===== config.mk =====
export PLATFORM = sky130hd
export DESIGN_NAME = fpdiv
export DESIGN_NICKNAME = d
export VERILOG_FILES = /design/src/rtl/fpdiv_pkg.sv /design/src/rtl/fpdiv_unpack.sv /design/src/rtl/fpdiv.sv
export SDC_FILE = /design/constraint.sdc
export NUM_CORES = 1
export LEC_CHECK = 0
export CAP_MARGIN = 20
export CORE_AREA = 2 2 136 138
export CTS_CLUSTER_DIAMETER = 40
export DETAILED_ROUTE_END_ITERATION = 12
export DIE_AREA = 0 0 138 140
export PLACE_DENSITY = 0.73
export SYNTH_ARGS = -nofsm -noshare
export SYNTH_HDL_FRONTEND = slang
export SYNTH_SLANG_ARGS = --single-unit

===== constraint.sdc =====
create_clock -name clk -period 7.8 [get_ports clk]
set_input_delay 0.78 -clock clk [delete_from_list [all_inputs] [get_ports clk]]
set_output_delay 0.78 -clock clk [all_outputs]
set_load 0.05 [all_outputs]

===== src/rtl/fpdiv_pkg.sv =====
// rtl/fpdiv_pkg.sv - shared types and constants for the binary32 divider
// Purpose : operand field layout, operand classes, FSM states and divider constants.
package fpdiv_pkg;

  typedef struct packed {
    logic        sign;
    logic [7:0]  exp;
    logic [22:0] frac;
  } fp32_t;

  typedef enum logic [2:0] {ZERO, SUB, NORM, INF, NAN} fp_class_e;

  typedef enum logic [1:0] {IDLE, DIV, ROUND} fpdiv_state_e;

  localparam int          BIAS      = 127;
  localparam logic [31:0] QNAN      = 32'h7FC00000;
  localparam logic [31:0] POS_INF   = 32'h7F800000;
  localparam int          DIV_ITERS = 26;

endpackage


===== src/rtl/fpdiv_unpack.sv =====
// rtl/fpdiv_unpack.sv - classify one binary32 operand and normalize its significand
// Purpose : split an operand into class, 24-bit significand (MSB set for finite
//           nonzero values) and signed biased exponent.
// Ports   : i_op    - raw binary32 operand
//           o_class - ZERO/SUB/NORM/INF/NAN
//           o_sig   - significand, 1.23 format
//           o_exp   - signed 10-bit biased exponent matching o_sig
// Config  : FPDIV_SUBNORMAL_EN - normalize subnormals with a leading-zero count;
//           when undefined, subnormals are reported as ZERO.
module fpdiv_unpack
  import fpdiv_pkg::*;
(
  input  logic [31:0]       i_op,
  output fp_class_e         o_class,
  output logic [23:0]       o_sig,
  output logic signed [9:0] o_exp
);

  fp32_t w_op;
  assign w_op = i_op;

`ifdef FPDIV_SUBNORMAL_EN
  // Leading zeros of {1'b0, frac}; the highest set bit wins because it is visited last.
  logic [4:0] w_lz;
  always_comb begin
    w_lz = 5'd0;
    for (int i = 0; i < 23; i++) begin
      if (w_op.frac[i]) w_lz = 5'(23 - i);
    end
  end
`endif

  always_comb begin
    o_class = NORM;
    o_sig   = {1'b1, w_op.frac};
    o_exp   = $signed({2'b00, w_op.exp});
    if (w_op.exp == 8'hFF) begin
      o_class = (w_op.frac != 23'd0) ? NAN : INF;
      o_sig   = 24'd0;
      o_exp   = 10'sd0;
    end else if (w_op.exp == 8'h00) begin
      o_class = ZERO;
      o_sig   = 24'd0;
      o_exp   = 10'sd0;
`ifdef FPDIV_SUBNORMAL_EN
      if (w_op.frac != 23'd0) begin
        // frac * 2^-149 == (frac << lz) * 2^-23 * 2^((1 - lz) - 127)
        o_class = SUB;
        o_sig   = {1'b0, w_op.frac} << w_lz;
        o_exp   = 10'sd1 - $signed({5'b00000, w_lz});
      end
`endif
    end
  end

endmodule


===== src/rtl/fpdiv.sv =====
// rtl/fpdiv.sv - sequential radix-2 restoring binary32 divider with RNE rounding
// Purpose : result = a / b, fixed 27-cycle latency from the accepting edge.
// Ports   : clk, rst_n (async, active-low)
//           start - request, taken while idle or in the final (ROUND) cycle
//           a, b  - dividend / divisor, sampled at the accepting edge
//           result - registered quotient, held until the next completion
//           done  - one-cycle completion pulse
//           busy  - operation in flight
// Config  : FPDIV_SUBNORMAL_EN - gradual underflow (subnormal inputs and outputs);
//           when undefined, subnormal inputs and outputs flush to signed zero.
module fpdiv
  import fpdiv_pkg::*;
(
  input  logic        clk,
  input  logic        rst_n,
  input  logic        start,
  input  logic [31:0] a,
  input  logic [31:0] b,
  output logic [31:0] result,
  output logic        done,
  output logic        busy
);

  fp_class_e         w_cls_a, w_cls_b;
  logic [23:0]       w_sig_a, w_sig_b;
  logic signed [9:0] w_exp_a, w_exp_b;

  fpdiv_unpack u_unpack_a (.i_op(a), .o_class(w_cls_a), .o_sig(w_sig_a), .o_exp(w_exp_a));
  fpdiv_unpack u_unpack_b (.i_op(b), .o_class(w_cls_b), .o_sig(w_sig_b), .o_exp(w_exp_b));

  fpdiv_state_e      r_state, w_state_nxt;
  logic [4:0]        r_cnt;
  logic [24:0]       r_rem;
  logic [23:0]       r_div;
  logic [25:0]       r_quo;
  logic signed [9:0] r_exp;
  logic              r_sign;
  logic              r_special;
  logic [31:0]       r_special_val;
  logic [31:0]       r_result;
  logic              r_done;

  logic              w_accept;
  logic              w_sign;
  logic              w_special;
  logic [31:0]       w_special_val;

  // The ROUND cycle frees the datapath, so a new request can start there back-to-back.
  assign w_accept = start && ((r_state == IDLE) || (r_state == ROUND));
  assign w_sign   = a[31] ^ b[31];

  // ---------------- FSM ----------------
  always_ff @(posedge clk or negedge rst_n) begin
    if (!rst_n) r_state <= IDLE;
    else        r_state <= w_state_nxt;
  end

  always_comb begin
    w_state_nxt = r_state;
    case (r_state)
      IDLE:    if (start) w_state_nxt = DIV;
      DIV:     if (r_cnt == 5'(DIV_ITERS - 1)) w_state_nxt = ROUND;
      ROUND:   w_state_nxt = start ? DIV : IDLE;
      default: w_state_nxt = IDLE;
    endcase
  end

  // ---------------- special operands ----------------
  always_comb begin
    w_special     = 1'b1;
    w_special_val = QNAN;
    if (w_cls_a == NAN || w_cls_b == NAN) begin
      w_special_val = QNAN;
    end else if ((w_cls_a == ZERO && w_cls_b == ZERO) || (w_cls_a == INF && w_cls_b == INF)) begin
      w_special_val = QNAN;
    end else if (w_cls_a == INF || w_cls_b == ZERO) begin
      w_special_val = POS_INF | {w_sign, 31'd0};
    end else if (w_cls_a == ZERO || w_cls_b == INF) begin
      w_special_val = {w_sign, 31'd0};
    end else begin
      w_special = 1'b0;
    end
  end

  // ---------------- restoring divide step ----------------
  logic [25:0] w_diff;
  logic        w_ge;
  logic [24:0] w_rem_sel;

  assign w_diff    = {1'b0, r_rem} - {2'b00, r_div};
  assign w_ge      = ~w_diff[25];
  assign w_rem_sel = w_ge ? w_diff[24:0] : r_rem;

  // ---------------- normalize / denormalize / round ----------------
  logic [25:0]       w_n, w_dn;
  logic signed [9:0] w_exp1, w_exp_r;
  logic              w_sub, w_lost, w_guard, w_stk, w_rup;
  logic [23:0]       w_mant;
  logic [24:0]       w_mant_r;
  logic [31:0]       w_res;
`ifdef FPDIV_SUBNORMAL_EN
  logic [4:0]        w_shamt;
`endif

  always_comb begin
    // Quotient lies in (0.5, 2); a clear MSB means one more left shift is needed.
    w_n    = r_quo[25] ? r_quo : {r_quo[24:0], 1'b0};
    w_exp1 = r_quo[25] ? r_exp : r_exp - 10'sd1;
    w_sub  = (w_exp1 <= 10'sd0);
`ifdef FPDIV_SUBNORMAL_EN
    w_shamt = 5'd0;
    if (w_sub) w_shamt = (w_exp1 < -10'sd25) ? 5'd27 : 5'(10'sd1 - w_exp1);
    w_dn   = w_n >> w_shamt;
    w_lost = |(w_n & ~({26{1'b1}} << w_shamt));
`else
    w_dn   = w_n;
    w_lost = 1'b0;
`endif
    w_mant   = w_dn[25:2];
    w_guard  = w_dn[1];
    w_stk    = (r_rem != 25'd0) | w_dn[0] | w_lost;
    w_rup    = w_guard & (w_stk | w_mant[0]);
    w_mant_r = {1'b0, w_mant} + {24'd0, w_rup};
    w_exp_r  = w_exp1 + $signed({9'd0, w_mant_r[24]});
    if (w_sub) begin
`ifdef FPDIV_SUBNORMAL_EN
      // A rounding carry into bit 23 lands in the exponent LSB: subnormal -> min normal.
      w_res = {r_sign, 7'd0, w_mant_r[23], w_mant_r[22:0]};
`else
      w_res = {r_sign, 31'd0};
`endif
    end else if (w_exp_r >= 10'sd255) begin
      w_res = {r_sign, 8'hFF, 23'd0};
    end else begin
      w_res = {r_sign, w_exp_r[7:0], w_mant_r[22:0]};
    end
  end

  // ---------------- datapath registers ----------------
  always_ff @(posedge clk or negedge rst_n) begin
    if (!rst_n) begin
      r_cnt         <= 5'd0;
      r_rem         <= 25'd0;
      r_div         <= 24'd0;
      r_quo         <= 26'd0;
      r_exp         <= 10'sd0;
      r_sign        <= 1'b0;
      r_special     <= 1'b0;
      r_special_val <= 32'd0;
      r_result      <= 32'd0;
      r_done        <= 1'b0;
    end else begin
      r_done <= 1'b0;
      if (r_state == ROUND) begin
        r_result <= r_special ? r_special_val : w_res;
        r_done   <= 1'b1;
      end
      if (w_accept) begin
        r_cnt         <= 5'd0;
        r_rem         <= {1'b0, w_sig_a};
        r_div         <= w_sig_b;
        r_quo         <= 26'd0;
        r_exp         <= w_exp_a - w_exp_b + 10'(BIAS);
        r_sign        <= w_sign;
        r_special     <= w_special;
        r_special_val <= w_special_val;
      end else if (r_state == DIV) begin
        r_cnt <= r_cnt + 5'd1;
        r_rem <= w_rem_sel << 1;
        r_quo <= {r_quo[24:0], w_ge};
      end
    end
  end

  assign result = r_result;
  assign done   = r_done;
  assign busy   = (r_state != IDLE);

endmodule


==> out/metrics.yaml, run 1 <==
diodes: 0
grtUsageTotal: 0.227
cts_tree: "done"
criticalPathCategory: "reg2reg"
power_leakage_nw: 4.40
rows: 49
path_cells: "buf_4, nand2_1, a21boi_0, ha_1, nand3_1, or3_1, a2111oi_4, and4_1, nand2_1, nor2_1, ha_1, ha_1, mux2i_1, a32oi_1, xnor2_1, nand4_1, a2111oi_2, o21a_2, or3_4, o21ai_0"
synth_fp_nets: 1119
clkLatencyLatePin_ps: 420
fillers: 1593
ys_seq_elements: 130
power_density_nw_per_um2: 442
grt_pass1_wl_mm: 35.9
antenna_found_initial: 0
start_util: 0.494
drive_gt1_frac: 0.0830
async_reset_ff_frac: 1.00
yosysTopAreaCellShare: 0.370
tns_ps: 0
syn_area_sq_um: 8780
post-dp-hpwl_mm: 15.4
clock_skew_ps: 6.25
met3_usage: 0.0431
synth_area_leaders: "dfrtp_1 37%, ha_1 6.4%, nand2_1 5.7%, o21ai_0 4.6%, xnor2_1 3.9%"
slowest_delay_ps: 790
maxSlewHeadroom: 0.245
viasPerCell: 5.87
htreeDepth: 4
setup_viol: 0
port_buffers: 100
yosysWarningCount: 0
die_y_microns: 140
cts_root_buffer: "clkbuf_16"
grt_max_degree: 72
critPathMaxFanout: 38
post_cts_buffers: 0
use_met1: 0.312
syn_to_final_growth_pct: 18.9
combinationalPowerShare: 0.550
worst_pin_slew_ps: 1130
status: "finished clean"
ys.flop_type: "dfrtp_1"
wirelength_mm: 21.5
p_int_mw: 2.56
ys_types: 73
pre_cts_slack_ps: 2130
cts_made_buffers: 17
hold_class: "in2async"
ir_drop_uv: 252
swShare: 0.446
fin_crit_sh: 0.732
finalWorstPathRequiredPeriod_ps: 5710
setup_ws_ps: 2090
synth_edf_count: 0
vias: 7701
fp.dieW_microns: 138
cts_resized: 0
ios: 101
power.share.sequential: 0.284
worst_ep_arrival_time_ps: 6050
grt-ovfl-total: 0
drt_iter0_drc: 578
crit_family: "simple AND/OR/NAND/NOR gates"
grtUsageMet2: 0.362
syn-mean-instance-area_sq_um: 8.74
route.detailed.drc: 0
grt_pass1_vias: 7272
cts.sinks: 130
fmax_mhz: 175
drv_slew: 0
syn_inst: 1005
worstPathRequired_ps: 8140
clk_pin_slew_ps: 50
core_sq_um: 17800
start_kind: "flop"
cp_num_buf_inv: 1
cap_violations: 0
clkPwrFrac: 0.166
gp_congestion: 0.910
postRouteAntennaNets: 0
cp_slowest_cell: "dfrtp_2"
hold_viol: 0
busiest_layer: "met2"
synth_area_leader_cell: "dfrtp_1"
clockBufferDepth: 2
die_area_sq_um: 19300
ctsHoldBuffers: 0
dr.pass1.iters: 5
rsz0062_at_grt: "no"
seq_area_frac_synth: 0.370
critPathCaptureType: "flop"
wl_per_cell_microns: 16.4
p_sw_mw: 2.06
cpMostUsedCell: "ha_1"
final_net_count: 1186
worst paths after layout:
| check | startpoint | end | slack [ps] | cells after the start |
|---|---|---|---|---|
| hold reg to reg | result[3] | result[3] | 470 | 2 |
| setup / recovery | r_quo[25] | result[0] | 2090 | 20 |
| min in group clk | result[3] | result[3] | 470 | 2 |
| hold / removal | rst_n | result[28] | 430 | 1 |
| max in group asynchronous | rst_n | r_quo[25] | 5980 | 2 |
| setup reg to reg | r_quo[25] | result[0] | 2090 | 20 |
stage by stage:
stage / cell area [sq um] / std cells / utilization / power (mW) / hold WS (ps)
6_report: 10400 / 1313 / 0.587 / 4.61 / 434
5_1_grt: 10400 / 1313 / 0.587 / 5.00 / 491
3_5_place_dp: 9890 / 1282 / 0.556 / 3.81 / 464
2_1_floorplan: 8780 / 1005 / - / 3.25 / 445
4_1_cts: 10400 / 1313 / 0.587 / 4.60 / 466
3_3_place_gp: 9890 / 1282 / 0.556 / 3.76 / 461
synthesized netlist by cell type, types with 6 or more instances:
library cell / instances
xor2_1: 28
and3_1: 11
nand4_1: 18
a21oi_1: 62
nor3_1: 18
o211ai_1: 6
or3_1: 10
dfrtp_1: 130
o21a_1: 7
clkbuf_1: 43
a22oi_1: 10
nand2_1: 134
a31oi_1: 12
inv_1: 34
and2_1: 6
a21o_1: 18
o21ai_2: 9
nor2_1: 65
mux2i_1: 12
a22o_1: 28
nor2b_1: 20
a211oi_1: 8
nand2b_1: 14
o31ai_2: 10
buf_1: 8
ha_1: 45
xnor2_1: 39
o21ai_0: 81
nand3_1: 15
nor4_1: 16
layout by cell type, fill, tap and decap left out, types with 28 or more instances in the layout:
cell type | synthesis | layout
a21oi_1 | 62 | 61
a22o_1 | 28 | 28
clkdlybuf4s50_1 | 0 | 99
dfrtp_1 | 130 | 129
ha_1 | 45 | 45
inv_1 | 34 | 34
nand2_1 | 134 | 134
nor2_1 | 65 | 64
o21ai_0 | 81 | 81
xnor2_1 | 39 | 39
xor2_1 | 28 | 28
power groups by stage:
stage          registers [mW]  clock network, mW  logic, mW
6_report                 1.31              0.764       2.54
5_1_grt                  1.35              0.808       2.84
4_1_cts                  1.30              0.772       2.53
3_5_place_dp             1.31                  0       2.50
3_3_place_gp             1.30                  0       2.46
2_1_floorplan            1.21                  0       2.04
registers in the layout (all words and copies together), names as in the netlist, 2 cells and up:
name / cells
r_div: 24
r_state: 2
result: 32
r_exp: 10
r_quo: 26
r_special_val: 3
r_rem: 25
r_cnt: 5
kinds of logic (layout without fill, tap and decap cells):
| logic type | count (synthesis) | count (layout) | share of synthesized area |
|---|---|---|---|
| fa+ha+maj | 47 | 47 | 0.0687 |
| buf+inv | 95 | 174 | 0.0454 |
| xor+xnor | 67 | 67 | 0.0668 |
| compound gates | 292 | 292 | 0.225 |
| flops | 130 | 130 | 0.370 |
| simple gates | 357 | 357 | 0.203 |
| mux | 17 | 17 | 0.0201 |
cell type report:
class / instances / area [sq um] / share of cell area
Timing Repair Buffer: 108 / 1060 / 0.101
Sequential cell: 130 / 3250 / 0.312
Tap cell: 229 / 287 / 0.0274
Inverter: 35 / 131 / 0.0126
Clock inverter: 6 / 80.1 / 0.00767
Clock buffer: 25 / 475 / 0.0455
Multi-Input combinational cell: 780 / 5160 / 0.494
per-layer routing:
| layer | wire length [microns] | vias to the layer above |
|---|---|---|
| met3 | 1190 | 31 |
| met4 | 453 | 0 |
| met1 | 9900 | 3687 |
| li1 | - | 3741 |
| met2 | 9990 | 242 |
| met5 | 0 | - |
Power figures use the tool's default switching activity.
==> run 2: changes to the inputs <==
clock period = 5.65 ns   (was 7.8 ns; I/O delays follow)
==> run 2 against run 1 <==
Effect of this change:
- via count grew 0.18%
- worst hold slack lost 300 ps
- clock skew grew 4.0 ps
- cell count grew 0.30%
- maximum frequency grew 14%
- highest routed layer unchanged
- utilization grew 0.47 points
==> out/metrics.yaml, run 2 (same netlist as run 1, synthesis figures left out) <==
fillers: 1593
critPathMaxFanout: 24
die_area_sq_um: 19300
antenna_found_initial: 0
cts_resized: 0
core_sq_um: 17800
cts_made_buffers: 17
wirelength_mm: 21.5
hold_viol: 0
final_net_count: 1189
wl_met2_mm: 9.96
grtUsageTotal: 0.227
hold_class: "in2async"
route.detailed.drc: 0
cts.sinks: 130
start_util: 0.494
diodes: 0
dr_wl_met3_mm: 1.23
ios: 101
fmax_mhz: 200
clockBufferDepth: 2
fin_crit_sh: 0.885
ir_drop_uv: 315
clk_pin_slew_ps: 60
setup_ws_ps: 651
dr.pass1.iters: 5
htreeDepth: 4
grt_max_degree: 53
power_density_nw_per_um2: 611
register_area_sq_um: 3250
grt_pass1_wl_mm: 36.2
drt-met1-wl_mm: 9.79
syn_to_final_growth_pct: 19.8
setup_viol: 0
wl_per_cell_microns: 16.3
cts_tree: "done"
drt_iter0_drc: 644
port_buffers: 100
finalWorstPathRequiredPeriod_ps: 5000
clock_skew_ps: 10.2
vias: 7715
grt_pass1_vias: 7254
maxSlewHeadroom: 0.348
final_cell_mix: "134 x nand2_1, 129 x dfrtp_1, 99 x clkdlybuf4s50_1, 81 x o21ai_0, 64 x nor2_1"
drv_slew: 0
fp.dieW_microns: 138
status: "finished clean"
pre_cts_slack_ps: 651
start_kind: "flop"
critPathCaptureType: "flop"
clkLatencyLatePin_ps: 430
rows: 49
tns_ps: 0
post_cts_buffers: 0
gp_congestion: 0.912
multi_input_area_sq_um: 5160
drive_gt1_frac: 0.0901
rsz0062_at_grt: "no"
cts_root_buffer: "clkbuf_16"
worstPathRequired_ps: 6000
top_layer: "met4"
die_y_microns: 140
largest_reg_flops: 32
worst_pin_slew_ps: 978
worst_ep_arrival_time_ps: 5350
grt-ovfl-total: 0
layout_commonest_cell: "nand2_1"
cap_violations: 0
criticalPathCategory: "reg2reg"
power_leakage_nw: 4.44
viasPerCell: 5.86
post-dp-hpwl_mm: 15.4
postRouteAntennaNets: 0
ctsHoldBuffers: 0
-- run 2: cell types whose count changed in the layout (fill, tap and decap cells not counted) --
| cell | previous run | this run |
|---|---|---|
| buf_4 | 9 | 11 |
| clkinvlp_4 | 0 | 1 |
| clkinv_4 | 0 | 1 |
| inv_6 | 0 | 1 |
| clkbuf_8 | 2 | 7 |
| clkbuf_1 | 6 | 2 |
| clkinv_2 | 4 | 2 |
-- run 2: cell type report --
type,count,area share
Multi-Input combinational cell,780,0.490
Tap cell,229,0.0272
Sequential cell,130,0.309
Timing Repair Buffer,111,0.103
Clock inverter,7,0.00903
Inverter,35,0.0125
Clock buffer,25,0.0490
-- run 2: worst paths after layout --
kind | start | to | slack [ps] | depth (start not counted)
setup / recovery | r_quo[25] | result[0] | 650 | 19
hold / removal | rst_n | r_exp[9] | 140 | 1
setup reg to reg | r_quo[25] | result[0] | 650 | 19
hold reg to reg | result[2] | result[2] | 470 | 2
max in group asynchronous | rst_n | r_div[1] | 4390 | 2
min in group clk | result[2] | result[2] | 470 | 2
-- run 2: per-stage QoR --
stage	std cells	hold WS, ps	total power, mW	utilization	cell area (sq um)
floorplan	1005	269	4.49	-	8780
global placement	1284	462	5.19	0.557	9900
detailed placement	1284	465	5.24	0.557	9900
CTS	1316	157	6.42	0.591	10500
global route	1317	187	6.97	0.592	10500
finish	1317	137	6.44	0.592	10500
-- run 2: routing by layer --
metal	vias to the layer above	track usage
met3	46	0.0427
met2	273	0.364
li1	3746	-
met4	0	0.0709
met5	-	0
met1	3650	0.313
-- run 2: critical path, cell delays in order (launching register included) --
cell and delay (ps):
dfrtp_2 420, buf_4 230, mux2_2 250, ha_1 170, nand3_1 160, or3_1 510, a2111oi_4 540, and4_1 320
nand2_1 90, nor2_1 190, ha_1 220, ha_1 270, mux2i_1 210, a32oi_1 90, xnor2_1 190, nand4_1 130
a2111oi_2 40, o21a_2 240, or3_4 450, o21ai_0 180
-- run 2: where the power goes --
part           internal, mW  switching [mW]
clock network         0.720           0.414
registers              1.32           0.453
logic                  1.55            1.98
total                  3.59            2.85
==> run 3: changes to the inputs <==
CORE_AREA = 2 2 143 145   (was 2 2 136 138)
DIE_AREA = 0 0 145 147   (was 0 0 138 140)
PLACE_DENSITY = 0.67   (was 0.73)
==> run 3 against run 2 <==
Effect of this change:
- first-iteration DRC count down 25%
- worst setup slack worse by 47 ps
- cell count up 3.1%
- non-clock buffer count unchanged
- via count down 1.3%
- power increased by 1.3%
- worst hold slack worse by 26 ps
- combinational power is essentially flat
- register-to-register slack got worse by 50 ps
- die area is 10% higher
- critical path type unchanged
- critical endpoint unchanged
- largest cell class unchanged
==> out/metrics.yaml, run 3 (same netlist as run 1, synthesis figures left out) <==
diodes: 0
wl_per_cell_microns: 16.4
status: "finished clean"
tns_ps: 0
grt_pass1_wl_mm: 36.9
cp_slowest_cell: "a2111oi_4"
die_y_microns: 147
fin_crit_sh: 0.893
placed_area_sq_um: 9950
clockBufferDepth: 2
grt-ovfl-total: 0
worst_r2r_path_depth: 19
power_leakage_nw: 4.45
die_area_sq_um: 21300
cts_tree: "done"
cp_num_buf_inv: 1
criticalPathCategory: "reg2reg"
rr_endpoint: "result[0]"
hold_viol: 0
critPathCaptureType: "flop"
htreeDepth: 4
start_util: 0.443
vias: 7613
largest_reg_flops: 32
cts_made_buffers: 17
ctsHoldBuffers: 0
final_cell_mix: "134 x nand2_1, 129 x dfrtp_1, 99 x clkdlybuf4s50_1, 81 x o21ai_0, 64 x nor2_1"
rrSetupSlack_ps: 600
core_sq_um: 19800
ir_drop_uv: 262
worstPathRequired_ps: 6000
route.detailed.drc: 0
slowest_delay_ps: 560
ios: 101
drive_gt1_frac: 0.0901
grt_max_degree: 49
wirelength_mm: 22.3
fp.dieW_microns: 145
drv_slew: 0
syn_to_final_growth_pct: 20.7
drt_iter0_drc: 480
dr.pass1.iters: 5
final_net_count: 1189
worst_pin_slew_ps: 991
rsz0062_at_grt: "no"
rows: 52
cap_violations: 0
path_cells: "buf_4, mux2_2, ha_1, nand3_1, or3_1, a2111oi_4, and4_1, nand2_1, nor2_1, ha_1, ha_1, mux2i_1, a32oi_1, xnor2_1, nand4_1, a2111oi_2, o21a_2, or3_4, o21ai_0"
antenna_found_initial: 0
port_buffers: 100
cts_resized: 0
start_kind: "flop"
cts_root_buffer: "clkbuf_16"
post-dp-hpwl_mm: 16.0
setup_viol: 0
worst_ep_arrival_time_ps: 5390
critPathMaxFanout: 24
layout_commonest_cell: "nand2_1"
clk_pin_slew_ps: 60
postRouteAntennaNets: 0
hold_class: "in2async"
worst_r2r_startpoint: "r_quo[25]"
gp_congestion: 0.920
cts.sinks: 130
fmax_mhz: 198
grtUsageTotal: 0.213
grt_pass1_vias: 7324
clock_skew_ps: 9.66
viasPerCell: 5.61
crit_family: "simple AND/OR/NAND/NOR gates"
cpMostUsedCell: "ha_1"
finalWorstPathRequiredPeriod_ps: 5050
clkLatencyLatePin_ps: 430
post_cts_buffers: 0
power_density_nw_per_um2: 615
final_area_sq_um: 10600
maxSlewHeadroom: 0.340
[run 3: cell count changes in the layout (fill, tap and decap cells not counted), sizes merged]
cell and change:
inv -1, bufinv +2, buf +1, clkinv +1
clkbuf -3
[run 3: worst max path at each step]
stage	from	slack, ps	depth (start not counted)	end
floorplan	r_quo[25]	190	25	result[11]
global placement	r_quo[25]	730	19	result[0]
detailed placement	r_quo[25]	620	19	result[0]
CTS	r_quo[25]	610	19	result[0]
global route	r_quo[25]	260	19	result[0]
finish	r_quo[25]	600	19	result[0]
[run 3: where the power goes]
| part | total (mW) | switching (mW) | internal (mW) |
|---|---|---|---|
| sequential | 1.78 | 0.457 | 1.32 |
| combinational | 3.54 | 1.99 | 1.55 |
| clock | 1.20 | 0.415 | 0.784 |
| total | 6.52 | 2.87 | 3.65 |
[run 3: through the flow]
stage	setup WS, ps	power (mW)	hold WS (ps)	std cells	util
detailed placement	616	5.27	463	1325	0.502
CTS	609	6.51	131	1357	0.534
finish	604	6.52	111	1358	0.534
global route	257	7.08	151	1358	0.534
floorplan	194	4.49	269	1005	-
global placement	725	5.22	461	1325	0.502
[run 3: area by class of cell]
cell class	count	area, sq um
multi-input cells	780	5160
flip-flops and latches	130	3250
well taps	270	338
repair buffers	111	1080
clock buffers	23	488
fillers	1820	9240
clock inverters	9	151
inverters	35	131
[run 3: worst register-to-register path, delay by kind of cell (launching register included)]
| family | cells | cell delay, ps |
|---|---|---|
| AO/OA/AOI/OAI | 5 | 1130 |
| XOR/XNOR | 1 | 190 |
| adder cells (fa/ha/maj) | 3 | 670 |
| buffers and inverters | 1 | 230 |
| flip-flops | 1 | 410 |
| multiplexers | 2 | 490 |
| AND/OR/NAND/NOR | 7 | 1860 |
[run 3: routing by layer]
layer / GRT usage / vias to the layer above / part of all wire
li1: - / 3748 / -
met1: 0.288 / 3646 / 0.47
met2: 0.344 / 192 / 0.47
met3: 0.0419 / 27 / 0.046
met4: 0.0728 / 0 / 0.018
met5: 0 / - / 0
